`src/rtl/morse_letter_assembler_if.sv`:
```
// Key-pulse inputs and letter-offer outputs of morse_letter_assembler.
// The assembler uses the slave modport. The key front end and the decoder drive the master modport.
interface morse_letter_assembler_if #(
  parameter int MAX_LEN = 5
);
  // Handshake rules:
  //   - A letter transfers on a rising edge where code_valid and out_ready are both high.
  //   - While code_valid is high, code, code_len and overflow stay constant.
  //   - code_valid does not wait for out_ready, and it does not drop until the transfer.
  //   - out_ready may change at any time and has no effect while code_valid is low.
  logic               ld_dot;
  logic               ld_line;
  logic               tick;
  logic               out_ready;
  logic [MAX_LEN-1:0] code;
  logic [2:0]         code_len;
  logic               code_valid;
  logic               overflow;

  modport slave (
    input  ld_dot, ld_line, tick, out_ready,
    output code, code_len, code_valid, overflow
  );

  modport master (
    output ld_dot, ld_line, tick, out_ready,
    input  code, code_len, code_valid, overflow
  );
endinterface

```
`src/rtl/morse_letter_assembler.sv`:
```
// Collects dot/line pulses into a letter code, closes it after GAP_TICKS silent ticks, and offers it on valid/ready.
// Defining MORSE_HOLD_CAPTURE_EN keeps the first symbol keyed while a letter waits, as the start of the next letter.
module morse_letter_assembler #(
  parameter int MAX_LEN   = 5,
  parameter int GAP_TICKS = 8
) (
  input  logic                        clock,
  input  logic                        resetn,
  morse_letter_assembler_if.slave     bus,
  output logic [1:0]                  o_dbg_state
);
  localparam int GW = $clog2(GAP_TICKS + 1);

  localparam logic [1:0] S_IDLE    = 2'd0;
  localparam logic [1:0] S_COLLECT = 2'd1;
  localparam logic [1:0] S_HOLD    = 2'd2;

  logic [1:0]         r_state;
  logic [MAX_LEN-1:0] r_code;
  logic [2:0]         r_len;
  logic [GW-1:0]      r_gap;
  logic               r_ovf;

  logic w_evt;
  logic w_sym;
  logic w_full;
  logic w_gap_done;
  logic w_xfer;

  // A simultaneous dot and line counts as a line.
  assign w_evt      = bus.ld_dot | bus.ld_line;
  assign w_sym      = bus.ld_line;
  assign w_full     = (r_len == 3'(MAX_LEN));
  assign w_gap_done = bus.tick && (r_gap == GW'(GAP_TICKS - 1));
  assign w_xfer     = (r_state == S_HOLD) && bus.out_ready;

`ifdef MORSE_HOLD_CAPTURE_EN
  logic r_skid_full;
  logic r_skid_sym;
`endif

  always_ff @(posedge clock or negedge resetn) begin
    if (!resetn) begin
      r_state <= S_IDLE;
      r_code  <= '0;
      r_len   <= '0;
      r_gap   <= '0;
      r_ovf   <= 1'b0;
`ifdef MORSE_HOLD_CAPTURE_EN
      r_skid_full <= 1'b0;
      r_skid_sym  <= 1'b0;
`endif
    end else begin
      case (r_state)
        S_IDLE: begin
          if (w_evt) begin
            r_code  <= MAX_LEN'(w_sym);
            r_len   <= 3'd1;
            r_gap   <= '0;
            r_state <= S_COLLECT;
          end
        end
        S_COLLECT: begin
          if (w_evt) begin
            r_gap <= '0;
            if (!w_full) begin
              r_code <= {r_code[MAX_LEN-2:0], w_sym};
              r_len  <= r_len + 3'd1;
            end else begin
              r_ovf <= 1'b1;
            end
          end else if (bus.tick) begin
            // The counter stops at GAP_TICKS because the state leaves S_COLLECT on the same edge.
            r_gap <= r_gap + GW'(1);
            if (w_gap_done) r_state <= S_HOLD;
          end
        end
        S_HOLD: begin
`ifdef MORSE_HOLD_CAPTURE_EN
          if (w_xfer) begin
            r_ovf       <= 1'b0;
            r_gap       <= '0;
            r_skid_full <= 1'b0;
            // A symbol on the transfer edge itself still counts as the first one keyed during the hold.
            if (r_skid_full || w_evt) begin
              r_code  <= MAX_LEN'(r_skid_full ? r_skid_sym : w_sym);
              r_len   <= 3'd1;
              r_state <= S_COLLECT;
            end else begin
              r_code  <= '0;
              r_len   <= '0;
              r_state <= S_IDLE;
            end
          end else if (w_evt && !r_skid_full) begin
            r_skid_full <= 1'b1;
            r_skid_sym  <= w_sym;
          end
`else
          if (w_xfer) begin
            r_code  <= '0;
            r_len   <= '0;
            r_ovf   <= 1'b0;
            r_gap   <= '0;
            r_state <= S_IDLE;
          end
`endif
        end
        default: r_state <= S_IDLE;
      endcase
    end
  end

  assign bus.code       = r_code;
  assign bus.code_len   = r_len;
  assign bus.overflow   = r_ovf;
  assign bus.code_valid = (r_state == S_HOLD);
  assign o_dbg_state    = r_state;
endmodule

```
`src/flat_wrapper.sv`:
```
// flat-port wrapper written by rule: the top's interface ports become plain ports
module morse_letter_assembler_flat 
#(
  parameter int MAX_LEN   = 5,
  parameter int GAP_TICKS = 8
)
  (clock, resetn, o_dbg_state, bus_ld_dot, bus_ld_line, bus_tick, bus_out_ready, bus_code, bus_code_len, bus_code_valid, bus_overflow);
  morse_letter_assembler_if #(.MAX_LEN(MAX_LEN)) bus_i ();
  input  logic clock;
  input  logic resetn;
  output logic [1:0] o_dbg_state;
  input wire logic [$bits(bus_i.ld_dot)-1:0] bus_ld_dot;
  input wire logic [$bits(bus_i.ld_line)-1:0] bus_ld_line;
  input wire logic [$bits(bus_i.tick)-1:0] bus_tick;
  input wire logic [$bits(bus_i.out_ready)-1:0] bus_out_ready;
  output wire logic [$bits(bus_i.code)-1:0] bus_code;
  output wire logic [$bits(bus_i.code_len)-1:0] bus_code_len;
  output wire logic [$bits(bus_i.code_valid)-1:0] bus_code_valid;
  output wire logic [$bits(bus_i.overflow)-1:0] bus_overflow;
  assign bus_i.ld_dot = bus_ld_dot;
  assign bus_i.ld_line = bus_ld_line;
  assign bus_i.tick = bus_tick;
  assign bus_i.out_ready = bus_out_ready;
  assign bus_code = bus_i.code;
  assign bus_code_len = bus_i.code_len;
  assign bus_code_valid = bus_i.code_valid;
  assign bus_overflow = bus_i.overflow;
  morse_letter_assembler #(.MAX_LEN(MAX_LEN), .GAP_TICKS(GAP_TICKS)) u_core (.clock(clock), .resetn(resetn), .bus(bus_i), .o_dbg_state(o_dbg_state));
endmodule
```
`config.mk`:
```
export PLATFORM = sky130hd
export DESIGN_NAME = morse_letter_assembler_flat
export DESIGN_NICKNAME = d
export VERILOG_FILES = /design/src/rtl/morse_letter_assembler_if.sv /design/src/rtl/morse_letter_assembler.sv /design/src/flat_wrapper.sv
export SDC_FILE = /design/constraint.sdc
export NUM_CORES = 1
export LEC_CHECK = 0
export ABC_AREA = 0
export BUFFER_PORTS_ARGS = -buffer_cell sky130_fd_sc_hd__buf_4
export CAP_MARGIN = 0
export CORE_MARGIN = 4
export CORE_UTILIZATION = 55
export DETAILED_ROUTE_END_ITERATION = 12
export GPL_TIMING_DRIVEN = 0
export PLACE_DENSITY_LB_ADDON = 0.05
export SYNTH_ARGS = -nofsm -noshare
export SYNTH_HDL_FRONTEND = slang
export SYNTH_SLANG_ARGS = --single-unit
```
`constraint.sdc`:
```
create_clock -name clock -period 2.7 [get_ports clock]
set_clock_uncertainty 0.15 [all_clocks]
set_input_delay 0.27 -clock clock [delete_from_list [all_inputs] [get_ports clock]]
set_output_delay 0.27 -clock clock [all_outputs]
set_load 0.1 [all_outputs]
```
==> key figures, run 1 <==
Clock tree
  – Clock sink count: 15
  – H-tree level count: 1
  – Hold_buf cts: 1
  – CTS Buf Count: 3
  – Clock root cell: clkbuf_4
  – Post-CTS resize count: 0
  – Clk_lat worst skew: 280 ps
  – Post-CTS setup buffers: 0
  – Clock Path Buffers: 2
  – Clock-pin slew on the worst setup and hold paths: 80 ps
  – CTS tree: done

Routing
  – Drt first-iter violations: 10
  – Wirelength per Cell: 14.40 um
  – Vias: 706
  – Vias per inst: 5.883
  – Final wirelength: 1728 um
  – ANT nets after route: 0
  – DRT Pass-1 Iters: 4
  – DRC errors left: 0

Layout
  – Commonest non-fill, non-tap cell in the layout: buf_4
  – Commonest cells after routing, fill and taps aside: 17 x buf_4, 13 x dfrtp_1, 7 x inv_1, 7 x a22o_1
  – Fillers: 126
  – Final nets: 118
  – Layout cell share with drive strength beyond 1: 0.3269
  – Diodes inserted: 0
  – Finished Cell Area: 1077 um2
  – Area Overhead vs Synth: 21.27%
  – Util after Layout: 0.7069

STA
  – Fmax: 0.5212 GHz
  – Max_slew headroom: 0.6771
  – Tcrit/Tclk final: 0.7106
  – Final hold vios: 0
  – Final TNS setup: 0 ps
  – Pins Over Slew Limit: 0
  – Unrepaired setup endpoints after global routing: no
  – Finish-stage setup viols: 0
  – Worst slew pin tran: 483.8 ps
  – Fin Hold WS: 124.1 ps
  – Min Clock Period, post-route: 1919 ps

Synth
  – Yosys warning total: 0
  – Synth Area per Inst: 10.83 um2
  – Flops & latches, synth: 15
  – Synth Flop Type: dfrtp_1
  – Netlist cell types: 33
  – Post-synth EDFFs: 0
  – Post-Synthesis Cell Area: 888.4 um2
  – Sequential element share of the synthesized area: 0.4225
  – Post-synth net total: 95
  – Post-synth ARST share: 1.000
  – Post-Synthesis Cells: 82

Global routing
  – Vias in the first global route: 657
  – Most used routing layer: met2
  – First-pass GRT wire length: 2870 um
  – M1 GR Usage: 0.2342
  – GR Util met2: 0.2813
  – Antenna violations before repair: 0
  – GR Util All Layers: 0.1758
  – Largest net degree at the start of global routing: 16
  – Total grt overflow: 0
  – Met3 Use GR: 0.03321

Floorplanning
  – Num ports: 18
  – Die ar.: 2322 um2
  – Initial Util: 0.5829
  – Die Ht: 48.19 um
  – Core ar.: 1524 um2
  – Core Rows: 14
  – Die width: 48.19 um

Min path
  – Hold path startpoint: bus_tick
  – HP Class: primary input to flip-flop

Worst setup path
  – Critical R2R Launch: u_core.o_dbg_state[0]
  – Critical path class: flip-flop to flip-flop
  – Worst setup EP type: flip-flop
  – Worst EP required: 2720 ps
  – Setup crit start kind: flip-flop
  – Worst setup path startpoint: u_core.o_dbg_state[0]
  – Critical Path Fanout Max: 6
  – Critical path arrival: 1940 ps

Pwr
  – Leakage: 0.0005449 uW
  – IR drop worst, VDD: 0.0006291 V
  – Pwr Total: 1230 uW
  – P per Cell Area: 1142 nW/um2

Place
  – Port bufs: 17
  – GPL Wtd Cong: 0.7779
  – HPWL Detailed: 1315 um
  – Placed cell area: 1041 um2

Outcome
  – Status: finished, final reports clean

Flow run
  – Max cap viols: 0
synth_stat cells (2+ instances only):
cell type | number | area, um2
nand3_1 | 3 | 15.01
dfrtp_1 | 15 | 375.4
a22o_1 | 7 | 61.31
nand4_1 | 2 | 12.51
buf_2 | 2 | 10.01
inv_1 | 7 | 26.28
o31ai_1 | 2 | 15.01
o21ai_0 | 4 | 20.02
nor2_1 | 3 | 11.26
a21oi_1 | 3 | 15.01
nand2_1 | 6 | 22.52
ha_1 | 7 | 87.58
worst max-delay path, cell delays in order, from the launching register on:
cell and delay [ps]:
dfrtp_2 410, inv_1 70, ha_2 210, nor2b_4 150, a211o_4 350, a21oi_2 160
mux2_4 310
cell families after synthesis:
| logic type | share of synthesized area |
|---|---|
| adder cells (fa/ha/maj) | 0.09859 |
| AND/OR/NAND/NOR | 0.1535 |
| flip-flops | 0.4225 |
| buffers and inverters | 0.04085 |
| AO/OA/AOI/OAI | 0.2437 |
| multiplexers | 0.04084 |
layout make-up:
type | instances | area, um2 | share of cell area
Buffer | 2 | 10.01 | 0.009292
Clock buffer | 4 | 26.28 | 0.02439
Timing Repair Buffer | 18 | 137.6 | 0.1278
Multi-Input combinational cell | 58 | 479.2 | 0.4448
Sequential cell | 15 | 377.9 | 0.3508
Inverter | 7 | 26.28 | 0.02439
Tap cell | 16 | 20.02 | 0.01858
state kept, by name (all words and copies together) (netlist names):
name,flops
u_core.bus.code,5
u_core.bus.code_len,3
u_core.bus.overflow,1
u_core.o_dbg_state,2
u_core.r_gap,4
through the flow:
stage	setup WS, ps	cells
after floorplan	195.5	82
after global placement	818.7	115
after detailed placement	801.2	115
after CTS	787.8	120
after global routing	698.1	120
final	781.4	120
power by group:
part	total [uW]	switching (uW)	leakage, uW	internal (uW)
Combinational	770	562	0.000338	208
Clock	129	71.3	0.0000150	57.3
Sequential	331	52.8	0.000192	279
worst paths after layout:
path | depth (start not counted) | slack (ps) | to
hold / removal | 3 | 120 | u_core.r_gap[2]
min in group asynchronous | 2 | 210 | u_core.bus.code_len[2]
setup / recovery | 6 | 780 | u_core.bus.code_len[0]
setup reg to reg | 6 | 780 | u_core.bus.code_len[0]
max in group asynchronous | 2 | 1990 | u_core.o_dbg_state[1]
hold reg to reg | 1 | 340 | u_core.r_gap[2]
routing by layer:
metal	vias up	part of all wire
met5	-	0
met4	0	0.016
met3	6	0.037
met2	12	0.50
met1	338	0.45
li1	350	-
(Power assumes the default switching activity.)
==> run 2: changes to the inputs <==
--- a/config.mk
+++ b/config.mk
@@ -5,11 +5,11 @@
 export SDC_FILE = /design/constraint.sdc
 export NUM_CORES = 1
 export LEC_CHECK = 0
-export ABC_AREA = 0
+export ABC_AREA = 1
 export BUFFER_PORTS_ARGS = -buffer_cell sky130_fd_sc_hd__buf_4
 export CAP_MARGIN = 0
 export CORE_MARGIN = 4
-export CORE_UTILIZATION = 55
+export CORE_UTILIZATION = 48
 export DETAILED_ROUTE_END_ITERATION = 12
 export GPL_TIMING_DRIVEN = 0
 export PLACE_DENSITY_LB_ADDON = 0.05
==> constraint.sdc (replaced) <==
create_clock -name clock -period 1.6 [get_ports clock]
set_clock_uncertainty 0.15 [all_clocks]
set_input_delay 0.16 -clock clock [delete_from_list [all_inputs] [get_ports clock]]
set_output_delay 0.16 -clock clock [all_outputs]
set_load 0.1 [all_outputs]
==> key figures, run 2 <==
Layout
  – Commonest cells after routing, fill and taps aside: 35 x nand2_1, 21 x buf_4, 11 x dfrtp_1 (was 17 x buf_4, 13 x dfrtp_1, 7 x inv_1, 7 x a22o_1)
  – Max reg flops: 5 (unchanged)
  – Layout cell share with drive strength beyond 1: 0.4514 (was 0.3269)
  – Final nets: 158 (was 118)
  – Commonest non-fill, non-tap cell in the layout: nand2_1 (was buf_4)
  – Diodes inserted: 0 (unchanged)
  – Area Overhead vs Synth: 36.75% (was 21.27%)

Routing
  – Drt first-iter violations: 10 (unchanged)
  – ANT nets after route: 0 (unchanged)
  – Vias per inst: 4.988 (was 5.883)
  – Final wirelength: 2129 um (was 1728 um)
  – DRC errors left: 0 (unchanged)
  – Wirelength per Cell: 12.60 um (was 14.40 um)
  – DRT Pass-1 Iters: 4 (unchanged)
  – Vias: 843 (was 706)

Clock tree
  – H-tree level count: 1 (unchanged)
  – Clock Path Buffers: 2 (unchanged)
  – Clock root cell: clkbuf_4 (unchanged)
  – CTS Buf Count: 3 (unchanged)
  – Clock-pin slew on the worst setup and hold paths: 90 ps (was 80 ps)
  – Clock sink count: 15 (unchanged)
  – CTS tree: done (unchanged)
  – Clk_lat worst skew: 280 ps (about the same)

Synth
  – Area share of the largest cell type after synthesis: 0.3995 (was 0.4225)
  – Post-synth ARST share: 1.000 (unchanged)
  – Synth Flop Type: dfrtp_1 (unchanged)
  – Netlist cell types: 22 (was 33)
  – Top post-synthesis cells by count: 42 x nand2_1, 15 x dfrtp_1, 9 x inv_1, 9 x o21ai_2 (was 15 x dfrtp_1, 7 x a22o_1, 7 x ha_1, 7 x inv_1, 6 x nand2_1)
  – Yosys warning total: 0 (unchanged)
  – Synth top area cells: dfrtp_1 40%, nand2_1 17%, ha_1 9.3%, o21ai_2 8.4%, nand3_1 4.3% (was dfrtp_1 42%, ha_1 9.9%, a22o_1 6.9%, inv_1 3.0%, nand2_1 2.5%)
  – Top-count cell post-synth: nand2_1 (was dfrtp_1)
  – Post-synth net total: 129 (was 95)
  – Sequential element share of the synthesized area: 0.3995 (was 0.4225)
  – Post-Synthesis Cell Area: 939.7 um2 (was 888.4 um2)
  – Synth Area per Inst: 8.100 um2 (was 10.83 um2)
  – Dominant cell type by area after synthesis: dfrtp_1 (unchanged)
  – Post-synth EDFFs: 0 (unchanged)
  – Post-Synthesis Cells: 116 (was 82)
  – Flops & latches, synth: 15 (unchanged)

Global routing
  – First-pass GRT wire length: 3588 um (was 2870 um)
  – Largest net degree at the start of global routing: 16 (unchanged)
  – Antenna violations before repair: 0 (unchanged)
  – Total grt overflow: 0 (unchanged)
  – Vias in the first global route: 843 (was 657)
  – GR Util All Layers: 0.1746 (was 0.1758)

Worst setup path
  – Worst setup EP type: flip-flop (unchanged)
  – Critical Path Fanout Max: 5 (was 6)
  – Critical path class: flip-flop to flip-flop (unchanged)
  – R2r setup slk: 20 ps (was 780 ps)
  – CP max-delay cell: dfrtp_4 (was dfrtp_2)
  – Setup crit start kind: flip-flop (unchanged)
  – CP Cell Sequence: ha_4 -> inv_4 -> nor2_2 -> nand2_1 -> nand2_2 -> nor2_4 -> inv_4 -> nand2_2 -> nand2_1 (was inv_1 -> ha_2 -> nor2b_4 -> a211o_4 -> a21oi_2 -> mux2_4)
  – Worst EP required: 1620 ps (was 2720 ps)
  – Critical path arrival: 1610 ps (was 1940 ps)
  – Critical Path Max Stage Delay: 530 ps (was 410 ps)

Min path
  – HP Class: primary input to flip-flop (unchanged)

Flow run
  – Max cap viols: 0 (unchanged)

STA
  – Max_slew headroom: 0.8143 (was 0.6771)
  – Min Clock Period, post-route: 1585 ps (was 1919 ps)
  – Tcrit/Tclk final: 0.9905 (was 0.7106)
  – Worst slew pin tran: 280.9 ps (was 483.8 ps)
  – Final TNS setup: 0 ps (unchanged)
  – Unrepaired setup endpoints after global routing: yes (was no)
  – Pins Over Slew Limit: 0 (unchanged)
  – Finish-stage setup viols: 0 (unchanged)
  – Fmax: 0.6310 GHz (was 0.5212 GHz)
  – Final hold vios: 0 (unchanged)

Floorplanning
  – Core ar.: 1783 um2 (was 1524 um2)
  – Die ar.: 2730 um2 (was 2322 um2)
  – Num ports: 18 (unchanged)
  – Initial Util: 0.5270 (was 0.5829)
  – Die Ht: 52.25 um (was 48.19 um)
  – Die width: 52.25 um (was 48.19 um)
  – Core Rows: 15 (was 14)

Place
  – HPWL Detailed: 1448 um (was 1315 um)
  – GPL Wtd Cong: 0.7464 (was 0.7779)
  – Port bufs: 17 (unchanged)

Outcome
  – Status: finished, final reports clean (unchanged)
-- run 2: cell types whose count changed in the layout (fill, tap and decap cells not counted), sizes merged, moves of 3 or more --
| cell | before | now |
|---|---|---|
| o21ai | 4 | 10 |
| nand2 | 6 | 44 |
| nand3 | 4 | 9 |
| buf | 19 | 25 |
| a22o | 7 | 0 |
| inv | 7 | 12 |
| a21oi | 4 | 1 |
| nor2 | 4 | 10 |
-- run 2: logic make-up after synthesis --
family,share of synthesized area
AOI/OAI and AO/OA,0.09454
xor gates and xnor gates,0.009323
adders and majority gates,0.09320
buffers and inverters,0.07723
DFF,0.3995
and+or+nand+nor,0.3262
-- run 2: routing by layer --
layer | up-vias | routed length [um] | track usage
met1 | 396 | 910 | 0.2198
li1 | 422 | - | -
met2 | 21 | 1070 | 0.3013
met4 | 0 | 46 | 0.04681
met3 | 4 | 102 | 0.03704
met5 | - | 0 | 0
-- run 2: timing repair --
| item | CTS | global route |
|---|---|---|
| buffers inserted | 4 | 2 |
| setup endpoints to repair | 16 | 16 |
| hold buffers | 1 | 0 |
| pin swaps | 2 | 5 |
| hold endpoints to repair | 15 | 0 |
| gates resized for setup | 4 | 15 |
-- run 2: stage by stage --
stage	utilization	area (um2)	hold slack, ps	instances	worst slack, ps
global placement	0.6428	1146	-125.0	158	-72.12
finish	0.7207	1285	21.61	169	15.22
global route	0.7207	1285	43.61	169	-66.92
floorplan	-	987.2	-285.6	116	-249.6
detailed placement	0.6428	1146	-121.6	158	-85.76
CTS	0.6905	1231	18.91	167	3.821
-- run 2: cell type report --
cell class,count,area [um2]
Sequential cell,15,385.4
Clock buffer,4,26.28
Timing Repair Buffer,24,202.7
Multi-Input combinational cell,87,556.8
Tap cell,25,31.28
Fill cell,145,498.0
Buffer,2,27.53
Inverter,12,55.05
-- run 2: final timing paths --
path                                       start                     to  depth (start not counted)
max in group asynchronous                 resetn  u_core.o_dbg_state[1]                          2
min                                  bus_ld_line     u_core.bus.code[0]                          3
min reg2reg                   u_core.bus.code[4]     u_core.bus.code[4]                          2
max reg2reg                u_core.o_dbg_state[0]        u_core.r_gap[1]                          9
min in group asynchronous                 resetn     u_core.bus.code[2]                          2
max                        u_core.o_dbg_state[0]        u_core.r_gap[1]                          9
-- run 2: worst max-delay path: cells and delay by family (launching register included) --
kind / cells / cell delay (ps)
flip-flops: 1 / 530
AND/OR/NAND/NOR: 6 / 460
adder cells (fa/ha/maj): 1 / 200
buffers and inverters: 2 / 150
Power of run 2 is not shown: default switching activity piles up to over one toggle a cycle in this logic, so the estimate is an artifact.
==> run 3: changes to the inputs <==
==> constraint.sdc (replaced) <==
create_clock -name clock -period 1.6 [get_ports clock]
set_clock_uncertainty 0.15 [all_clocks]
set_input_delay 0.08 -clock clock [delete_from_list [all_inputs] [get_ports clock]]
set_output_delay 0.08 -clock clock [all_outputs]
set_load 0.1 [all_outputs]
==> key figures, run 3 (synthesis gave the netlist of run 2 again) <==
STA
  – Pins Over Slew Limit: 0 (unchanged)
  – Max_slew headroom: 0.8146 (was 0.8143)
  – Min Clock Period, post-route: 1586 ps (was 1585 ps)
  – Unrepaired setup endpoints after global routing: yes (unchanged)
  – Final hold vios: 0 (unchanged)
  – Finish-stage setup viols: 0 (unchanged)
  – Final TNS setup: 0 ps (unchanged)
  – Fmax: 0.6303 GHz (was 0.6310 GHz)
  – Tcrit/Tclk final: 0.9915 (was 0.9905)
  – Worst slew pin tran: 280.4 ps (was 280.9 ps)

Worst setup path
  – Critical Path Max Stage Delay: 530 ps (about the same)
  – Critical path class: flip-flop to flip-flop (unchanged)
  – Worst EP required: 1620 ps (about the same)
  – Worst setup EP type: flip-flop (unchanged)
  – CP Cell Sequence: ha_4 -> inv_4 -> nor2_2 -> nand2_1 -> nand2_2 -> nor2_4 -> inv_4 -> nand2_2 -> nand2_1 (unchanged)
  – CP top delay family: flip-flops (unchanged)
  – Critical path arrival: 1610 ps (about the same)
  – Buffer and inverter count on the worst path: 2 (unchanged)
  – Critical Path Fanout Max: 5 (unchanged)
  – CP max-delay cell: dfrtp_4 (unchanged)
  – Setup crit start kind: flip-flop (unchanged)

Layout
  – Final nets: 159 (was 158)
  – Diodes inserted: 0 (unchanged)
  – Multi-input logic area: 556.8 um2 (unchanged)
  – Area Overhead vs Synth: 36.88% (was 36.75%)
  – Util after Layout: 0.7214 (was 0.7207)
  – Commonest cells after routing, fill and taps aside: 35 x nand2_1, 21 x buf_4, 11 x dfrtp_1 (unchanged)
  – Max reg flops: 5 (unchanged)
  – Layout cell share with drive strength beyond 1: 0.4483 (was 0.4514)
  – Fillers: 149 (was 145)
  – Register area: 385.4 um2 (unchanged)
  – Commonest non-fill, non-tap cell in the layout: nand2_1 (unchanged)

Global routing
  – GR Util All Layers: 0.1752 (was 0.1746)
  – Met3 Use GR: 0.03704 (unchanged)
  – Vias in the first global route: 847 (was 843)
  – Most used routing layer: met2 (unchanged)
  – First-pass GRT wire length: 3601 um (was 3588 um)
  – Antenna violations before repair: 0 (unchanged)
  – Total grt overflow: 0 (unchanged)
  – Largest net degree at the start of global routing: 16 (unchanged)
  – M1 GR Usage: 0.2180 (was 0.2198)
  – GR Util met2: 0.3054 (was 0.3013)

Place
  – GPL Wtd Cong: 0.7464 (unchanged)
  – HPWL Detailed: 1448 um (unchanged)
  – Port bufs: 17 (unchanged)

Clock tree
  – Clk_lat worst skew: 280 ps (about the same)
  – H-tree level count: 1 (unchanged)
  – Clock Path Buffers: 2 (unchanged)
  – Clock-pin slew on the worst setup and hold paths: 90 ps (about the same)
  – Clock sink count: 15 (unchanged)
  – Clock root cell: clkbuf_4 (unchanged)
  – CTS tree: done (unchanged)
  – CTS Buf Count: 3 (unchanged)

Flow run
  – Max cap viols: 0 (unchanged)

Routing
  – DRC errors left: 0 (unchanged)
  – DRT Pass-1 Iters: 4 (unchanged)
  – Drt first-iter violations: 21 (was 10)
  – Wirelength per Cell: 12.92 um (was 12.60 um)
  – Vias per inst: 5.141 (was 4.988)
  – ANT nets after route: 0 (unchanged)
  – Vias: 874 (was 843)
  – Final wirelength: 2196 um (was 2129 um)

Outcome
  – Status: finished, final reports clean (unchanged)

Min path
  – HP Class: primary input to flip-flop (unchanged)

Floorplanning
  – Core ar.: 1783 um2 (unchanged)
  – Initial Util: 0.5270 (unchanged)
  – Core Rows: 15 (unchanged)
  – Num ports: 18 (unchanged)
  – Die width: 52.25 um (unchanged)
  – Die ar.: 2730 um2 (unchanged)
  – Die Ht: 52.25 um (unchanged)
-- run 3: cell types whose count changed in the layout (fill, tap and decap cells not counted), sizes merged --
| cell | before | now |
|---|---|---|
| dlygate4sd3 | 1 | 2 |
-- run 3: layout make-up --
type | count | area share
Sequential cell | 15 | 0.2996
Tap cell | 25 | 0.02432
Multi-Input combinational cell | 87 | 0.4329
Timing Repair Buffer | 25 | 0.1586
Buffer | 2 | 0.02140
Clock buffer | 4 | 0.02043
Inverter | 12 | 0.04280
-- run 3: repair_timing --
action / in CTS / in global routing
setup buffers: 4 / 2
hold buffers: 2 / 0
hold endpoints to repair: 16 / 0
endpoints found under the setup margin: 15 / 16
pin swaps: 2 / 5
gates resized for setup: 3 / 14
-- run 3: layer usage --
layer  wire length [um]  vias up
li1                   -      423
met1                902      413
met2               1126       32
met3                121        6
met4                 46        0
met5                  0        -
-- run 3: path summary, 6_finish.rpt --
check | from | to | slack (ps) | depth (start not counted)
worst max-delay path | u_core.o_dbg_state[0] | u_core.r_gap[1] | 10 | 9
worst min-delay path | bus_ld_dot | u_core.r_gap[2] | 30 | 6
worst max register to register | u_core.o_dbg_state[0] | u_core.r_gap[1] | 10 | 9
worst min register to register | u_core.bus.code[4] | u_core.bus.code[4] | 350 | 2
max in group asynchronous | resetn | u_core.o_dbg_state[1] | 1060 | 2
min in group asynchronous | resetn | u_core.bus.code[2] | 40 | 2
-- run 3: metrics by stage --
stage	cell area [um2]	setup slack, ps	hold WS (ps)	instances
finish	1286	13.53	34.48	170
global route	1286	-66.34	31.22	170
CTS	1237	19.11	31.45	168
detailed placement	1146	-85.76	-201.6	158
global placement	1146	-72.12	-205.0	158
floorplan	987.2	-249.6	-365.6	116
-- run 3: tightest hold or removal path, stage by stage --
cell	delay (ps)
buf_4	100
nor2_4	40
inv_1	60
nor3_1	50
nand2_1	50
nand2_1	40
Power of run 3 is left out for the same reason.
